[src/rtl/knight_move_sequencer.sv]
// Knight move generator: walks the eight knight directions through an external
// registered scanner and accumulates move/capture masks, done 9 cycles after start.
module knight_move_sequencer #(
  parameter int COLOR_BIT = 3
) (
  input  logic        clk,
  input  logic        reset,
  input  logic        start,
  input  logic [5:0]  square,
  input  logic        side,
  output logic [5:0]  scan_position,
  output logic [2:0]  scan_direction,
  input  logic [3:0]  scan_nearest_piece,
  output logic        busy,
  output logic        done,
  output logic [63:0] move_mask,
  output logic [63:0] capture_mask,
  output logic [3:0]  move_count
);

  typedef enum logic [1:0] {IDLE, SCAN, DRAIN, DONE} state_t;

  state_t       state_q, state_d;
  logic [2:0]   cnt_q, cnt_d;
  logic [5:0]   sq_q, sq_d;
  logic         side_q, side_d;
  logic         pipe_vld_q, pipe_vld_d;
  logic [5:0]   pipe_tgt_q, pipe_tgt_d;
  logic [63:0]  move_mask_q, move_mask_d;
  logic [63:0]  capture_mask_q, capture_mask_d;
  logic [3:0]   move_count_q, move_count_d;

  logic [2:0]        row, col;
  logic              dir_ok;
  logic signed [6:0] dir_off;
  logic signed [6:0] tgt;
  logic              take, cap;

  assign row = sq_q[5:3];
  assign col = sq_q[2:0];

  // Each direction's board-edge gate is derived from its own row/col displacement,
  // so an accepted target is always the genuine knight square.
  always_comb begin
    dir_ok  = 1'b0;
    dir_off = '0;
    case (cnt_q)
      3'd0: begin dir_ok = (row >= 3'd2) && (col >= 3'd1); dir_off = -7'sd17; end
      3'd1: begin dir_ok = (row >= 3'd1) && (col >= 3'd2); dir_off = -7'sd10; end
      3'd2: begin dir_ok = (row <= 3'd6) && (col >= 3'd2); dir_off =  7'sd6;  end
      3'd3: begin dir_ok = (row <= 3'd5) && (col >= 3'd1); dir_off =  7'sd15; end
      3'd4: begin dir_ok = (row <= 3'd5) && (col <= 3'd6); dir_off =  7'sd17; end
      3'd5: begin dir_ok = (row <= 3'd6) && (col <= 3'd5); dir_off =  7'sd10; end
      3'd6: begin dir_ok = (row >= 3'd1) && (col <= 3'd5); dir_off = -7'sd6;  end
      default: begin dir_ok = (row >= 3'd2) && (col <= 3'd6); dir_off = -7'sd15; end
    endcase
    tgt = $signed({1'b0, sq_q}) + dir_off;
  end

  always_comb begin
    state_d        = state_q;
    cnt_d          = cnt_q;
    sq_d           = sq_q;
    side_d         = side_q;
    move_mask_d    = move_mask_q;
    capture_mask_d = capture_mask_q;
    move_count_d   = move_count_q;
    take           = 1'b0;
    cap            = 1'b0;

    // Scanner result lags its request by one cycle; the pipe carries the matching target.
    pipe_vld_d = (state_q == SCAN) && dir_ok && !tgt[6];
    pipe_tgt_d = tgt[5:0];

    if (pipe_vld_q) begin
      if (scan_nearest_piece == 4'd0) begin
        take = 1'b1;
      end else if (scan_nearest_piece[COLOR_BIT] != side_q) begin
        take = 1'b1;
        cap  = 1'b1;
      end
    end
    if (take) begin
      move_mask_d[pipe_tgt_q] = 1'b1;
      if (move_count_q < 4'd8) move_count_d = move_count_q + 4'd1;
    end
    if (cap) capture_mask_d[pipe_tgt_q] = 1'b1;

    case (state_q)
      IDLE: begin
        if (start) begin
          state_d        = SCAN;
          cnt_d          = 3'd0;
          sq_d           = square;
          side_d         = side;
          move_mask_d    = '0;
          capture_mask_d = '0;
          move_count_d   = '0;
        end
      end
      SCAN: begin
        cnt_d = cnt_q + 3'd1;
        if (cnt_q == 3'd7) state_d = DRAIN;
      end
      DRAIN:   state_d = DONE;
      default: state_d = IDLE;
    endcase
  end

  always_ff @(posedge clk) begin
    if (reset) begin
      state_q        <= IDLE;
      cnt_q          <= '0;
      sq_q           <= '0;
      side_q         <= 1'b0;
      pipe_vld_q     <= 1'b0;
      pipe_tgt_q     <= '0;
      move_mask_q    <= '0;
      capture_mask_q <= '0;
      move_count_q   <= '0;
    end else begin
      state_q        <= state_d;
      cnt_q          <= cnt_d;
      sq_q           <= sq_d;
      side_q         <= side_d;
      pipe_vld_q     <= pipe_vld_d;
      pipe_tgt_q     <= pipe_tgt_d;
      move_mask_q    <= move_mask_d;
      capture_mask_q <= capture_mask_d;
      move_count_q   <= move_count_d;
    end
  end

  assign scan_position  = sq_q;
  assign scan_direction = (state_q == SCAN) ? cnt_q : 3'd0;
  assign busy           = (state_q == SCAN) || (state_q == DRAIN);
  assign done           = (state_q == DONE);
  assign move_mask      = move_mask_q;
  assign capture_mask   = capture_mask_q;
  assign move_count     = move_count_q;

endmodule

[config.mk]
export PLATFORM = sky130hd
export DESIGN_NAME = knight_move_sequencer
export DESIGN_NICKNAME = d
export VERILOG_FILES = /design/src/rtl/knight_move_sequencer.sv
export SDC_FILE = /design/constraint.sdc
export NUM_CORES = 1
export LEC_CHECK = 0
export ABC_AREA = 1
export ABC_CLOCK_PERIOD_IN_PS = 1750
export BUFFER_PORTS_ARGS = -buffer_cell sky130_fd_sc_hd__buf_2
export CORE_MARGIN = 2
export CORE_UTILIZATION = 47
export CTS_CLUSTER_DIAMETER = 120
export DETAILED_ROUTE_END_ITERATION = 12
export PLACE_DENSITY = 0.74
export SLEW_MARGIN = 30
export SYNTH_ARGS = -nofsm -noshare
export SYNTH_HDL_FRONTEND = slang
export SYNTH_SLANG_ARGS = --single-unit
export TNS_END_PERCENT = 10
[constraint.sdc]
create_clock -name clk -period 1.75 [get_ports clk]
set_input_delay 0.35 -clock clk [delete_from_list [all_inputs] [get_ports clk]]
set_output_delay 0.35 -clock clk [all_outputs]
set_load 0.05 [all_outputs]
==> impl_summary.log <==
INFO  metric outcome = finished with violations
INFO  metric violations = negative setup slack
INFO  metric clk_pin_slew = 0.06 ns
INFO  metric drc_errors = 0
INFO  metric finalWorstSetupSlack = -0.207 ns
INFO  metric power_density = 1360 nW/µm²
INFO  metric die_x = 117 µm
INFO  metric synth_top_cells_by_area = sky130_fd_sc_hd__dfxtp_1 51%, sky130_fd_sc_hd__nor2_1 14%, sky130_fd_sc_hd__a21oi_1 8.9%
INFO  metric clock_sinks = 151
INFO  metric syn_to_final_growth = 33.8%
INFO  metric synth.lib_cells_used.distinct = 31
INFO  metric synth.cell_area = 5980 µm²
INFO  metric port_buffers = 156
INFO  metric core_region_area = 12500 µm²
INFO  metric r2r_start = cnt_q[0]
INFO  metric starting_density = 47.8%
INFO  metric yosys.area_share.xor_xnor = 0.147%
INFO  metric synth-main-ff-cell = sky130_fd_sc_hd__dfxtp_1
INFO  metric slew_at_the_pin_closest_to_its_max_slew_limit = 0.609 ns
INFO  metric groute.usage.overall = 23.6%
INFO  metric rsz_0062_raised_after_global_routing = true
INFO  metric first_pass_iters = 6
INFO  metric grt_pass1_wl = 24800 µm
INFO  metric worst-endpoint-required = 2.06 ns
INFO  metric synth.ff_latch_count = 151
INFO  metric fin_area = 8000 µm²
INFO  metric max_slew_margin = 59.3%
INFO  metric gp_routability_congestion = 0.826
INFO  metric area.sequential = 3040 µm²
INFO  metric clock_skew = 0.00680 ns
INFO  metric holdCritStartpoint = side
INFO  metric fp.dieArea = 13600 µm²
INFO  metric post-synth-top-area-fraction = 50.6%
INFO  metric die_height = 117 µm
INFO  metric insertion_delay = 0.42 ns
INFO  metric synth-edff-count = 0
INFO  metric top_delay_family_on_crit_path = simple AND/OR/NAND/NOR gates
INFO  metric largest_net_degree_at_the_start_of_global_routing = 113
INFO  metric maxCapViolations = 0
INFO  metric ir_worst_vdd = 0.00111 V
INFO  metric synth_async_sr_flop_share = 0%
INFO  metric synth_fa_ha_area_share = 4.10%
INFO  metric ant_nets = 0
INFO  metric netlist.top_cell.by_area = sky130_fd_sc_hd__dfxtp_1
INFO  metric globalRouteOverflowTotal = 0
INFO  metric drt-vias-per-instance = 5.05
INFO  metric total_wire_length = 16600 µm
INFO  metric post_synth.cell_area_avg = 8.17 µm²
INFO  metric ys_seq_area_share = 50.6%
INFO  metric timing.final.max_slew_violations = 0
INFO  metric fillers = 1122
INFO  metric holdCritPathClass = input pin to register
INFO  metric worstPathBufferInverterCount = 3
INFO  metric design_power_total = 10.9 mW
INFO  metric clockRootBuffer = sky130_fd_sc_hd__clkbuf_16
INFO  metric number_of_antenna_violations_at_the_first_check_in_global_routing = 0
INFO  metric timing.fmax = 511 MHz
INFO  metric dp_hpwl = 10800 µm
INFO  metric final.min_clock_period = 1.96 ns
INFO  metric count_of_cells_along_the_worst_register_to_register_path = 16
INFO  metric ioPinCount = 157
INFO  metric ys.warnings.count = 0
INFO  metric floorplan.rows = 41
INFO  metric max-clock-path-buffers = 2
INFO  metric synth-simple-area-share = 20.9%
INFO  metric cts-htree-levels = 4
INFO  metric avgRoutedWirePerCell = 15.1 µm
INFO  metric tritoncts = yes
INFO  metric yosys-mux-area-fraction = 0.167%
INFO  metric cp_capture_type = register
INFO  metric p_leak = 3.64 nW
INFO  metric first_global_vias = 5050
INFO  metric critical-path-top-cell-by-count = sky130_fd_sc_hd__nand2_2
INFO  metric layout_worst_path_cycle_share = 112%
INFO  metric numCtsBuffers = 17
INFO  metric placement.cell_area = 7100 µm²
INFO  metric setup.worst_path.class = register to register
INFO  metric initialDrtViolationCount = 510
INFO  metric worst_reg2reg_endpoint = pipe_vld_q
INFO  metric num_vias = 5560
INFO  metric rrSetupSlack = -0.21 ns
INFO  metric synth_top_family_by_area = simple AND/OR/NAND/NOR gates
INFO  metric mappedNetlistNets = 765
INFO  metric design.final.nets = 948
INFO  metric final-setup-viol-count = 5
INFO  metric synthesis.instances = 732
INFO  metric synth_compound_area_share = 16.8%
INFO  metric timing.critical_path.to = pipe_vld_q
INFO  metric cp_cell_sequence = inv_6 -> ha_4 -> nand2_2 -> nand2_2 -> nor2_4 -> nand3_2 -> nand2_2 -> ha_4 -> nand2_1 -> inv_1 -> nand2_2 -> nand3_2 -> inv_1 -> nand2_1 -> nand2_1 -> nor2_1
INFO  metric critical-path-slowest-cell = sky130_fd_sc_hd__dfxtp_4
INFO  metric multi_input_area = 2770 µm²
INFO  metric drive_above_1_share = 35.1%
INFO  metric crit_arrival = 2.27 ns
INFO  metric cpPeakStageDelay = 0.40 ns
INFO  metric setup.worst_path.start = cnt_q[0]
INFO  metric cp-start-kind = register
INFO  metric diodes = 0
INFO  metric path_max_fanout = 4
INFO  metric final_hold_viol_count = 0
INFO  metric crit_cells = 16
-- metal layers --
layer / track usage [%] / part of all wire, % / up-vias
li1: - / - / 2740
met1: 30.9 / 43 / 2564
met2: 37.3 / 47 / 227
met3: 5.51 / 7.3 / 29
met4: 10.5 / 2.3 / 0
met5: 0 / 0 / -
-- worst min-delay path, delay by kind of cell --
family	cells	cell delay, ns
AOI/OAI and AO/OA	1	0.07
buffers and inverters	1	0.07
and+or+nand+nor	1	0.07
-- power by group --
group	leakage [nW]	total, mW	switching [mW]	internal [mW]
Clock	0.298	3.78	1.42	2.36
Combinational	2.12	3.32	2.13	1.19
Sequential	1.22	3.79	0.199	3.60
Total	3.64	10.9	3.75	7.15
-- cells in the final DEF (no fill, tap or decap), drive strengths merged --
master    synthesis  routed
nand3            28      28
ha               18      18
nand2            52      52
and2              1       1
nand3b            1       1
inv              45      48
clkinvlp          0       2
dfxtp           151     151
o21ai            22      22
nor3              3       3
a31oi             1       1
bufinv            0       3
nand4             1       1
a21o              1       1
mux2i             1       1
clkbuf            5      23
or2               1       1
clkinv            0       2
xor2              1       1
nor2            226     226
buf              27     195
fa                1       1
a21oi           146     146
-- cell families (layout without fill, tap and decap cells) --
family,after synthesis,in the layout
AND/OR/NAND/NOR,313,313
AO/OA/AOI/OAI,170,170
flip-flops,151,151
buffers and inverters,77,273
adder cells (fa/ha/maj),19,19
XOR/XNOR,1,1
multiplexers,1,1
-- synthesized netlist by cell type (2+ instances only) --
cell type,count
sky130_fd_sc_hd__inv_2,2
sky130_fd_sc_hd__buf_2,14
sky130_fd_sc_hd__dfxtp_1,151
sky130_fd_sc_hd__buf_8,2
sky130_fd_sc_hd__clkbuf_1,5
sky130_fd_sc_hd__a21oi_2,40
sky130_fd_sc_hd__ha_1,18
sky130_fd_sc_hd__nor3_1,3
sky130_fd_sc_hd__a21oi_1,106
sky130_fd_sc_hd__nor2_2,3
sky130_fd_sc_hd__inv_1,42
sky130_fd_sc_hd__buf_6,5
sky130_fd_sc_hd__nand3_1,28
sky130_fd_sc_hd__nor2_1,222
sky130_fd_sc_hd__nand2_1,50
sky130_fd_sc_hd__nand2_2,2
sky130_fd_sc_hd__buf_12,4
sky130_fd_sc_hd__o21ai_0,22
-- what timing repair did --
item                                    4_1_cts  5_1_grt
resized for setup                            20       37
hold buffers                                  0        0
gates cloned                                  0        1
endpoints found under the setup margin       10      122
pin swaps                                     5       18
buffers inserted                              2        5
-- cell type report --
cell class	count	share of cell area (%)
well taps	172	2.69
clock inverters	10	1.77
inverters	45	2.30
multi-input cells	504	34.6
clock buffers	22	5.93
repair buffers	196	14.7
flip-flops and latches	151	38.0
-- through the flow --
stage                     utilization, %  TNS, ns  instances  setup WS, ns  hold WS (ns)
final                               63.9   -0.693       1100        -0.207         0.181
after global routing                63.9    -1.23       1100        -0.295         0.201
after CTS                           62.4   -0.345       1094        -0.108         0.167
after detailed placement            56.7   -0.646       1060        -0.179         0.449
after global placement              56.7   -0.391       1060        -0.140         0.441
after floorplan                        -  -0.0817        732       -0.0493         0.409
-- worst min-delay path by stage --
stage	end	depth (start not counted)	slack [ns]
global route	side_q	3	0.20
finish	side_q	3	0.18
floorplan	cnt_q[1]	1	0.41
CTS	side_q	3	0.17
detailed placement	move_mask[42]	2	0.45
global placement	capture_mask[49]	2	0.44
-- flip-flops by register name (all words and copies together) (netlist names) --
register,count
capture_mask,64
cnt_q,3
move_count,4
move_mask,64
pipe_tgt_q,6
pipe_vld_q,1
scan_position,6
side_q,1
state_q,2
Note: power is estimated with default switching activity, not from simulation.
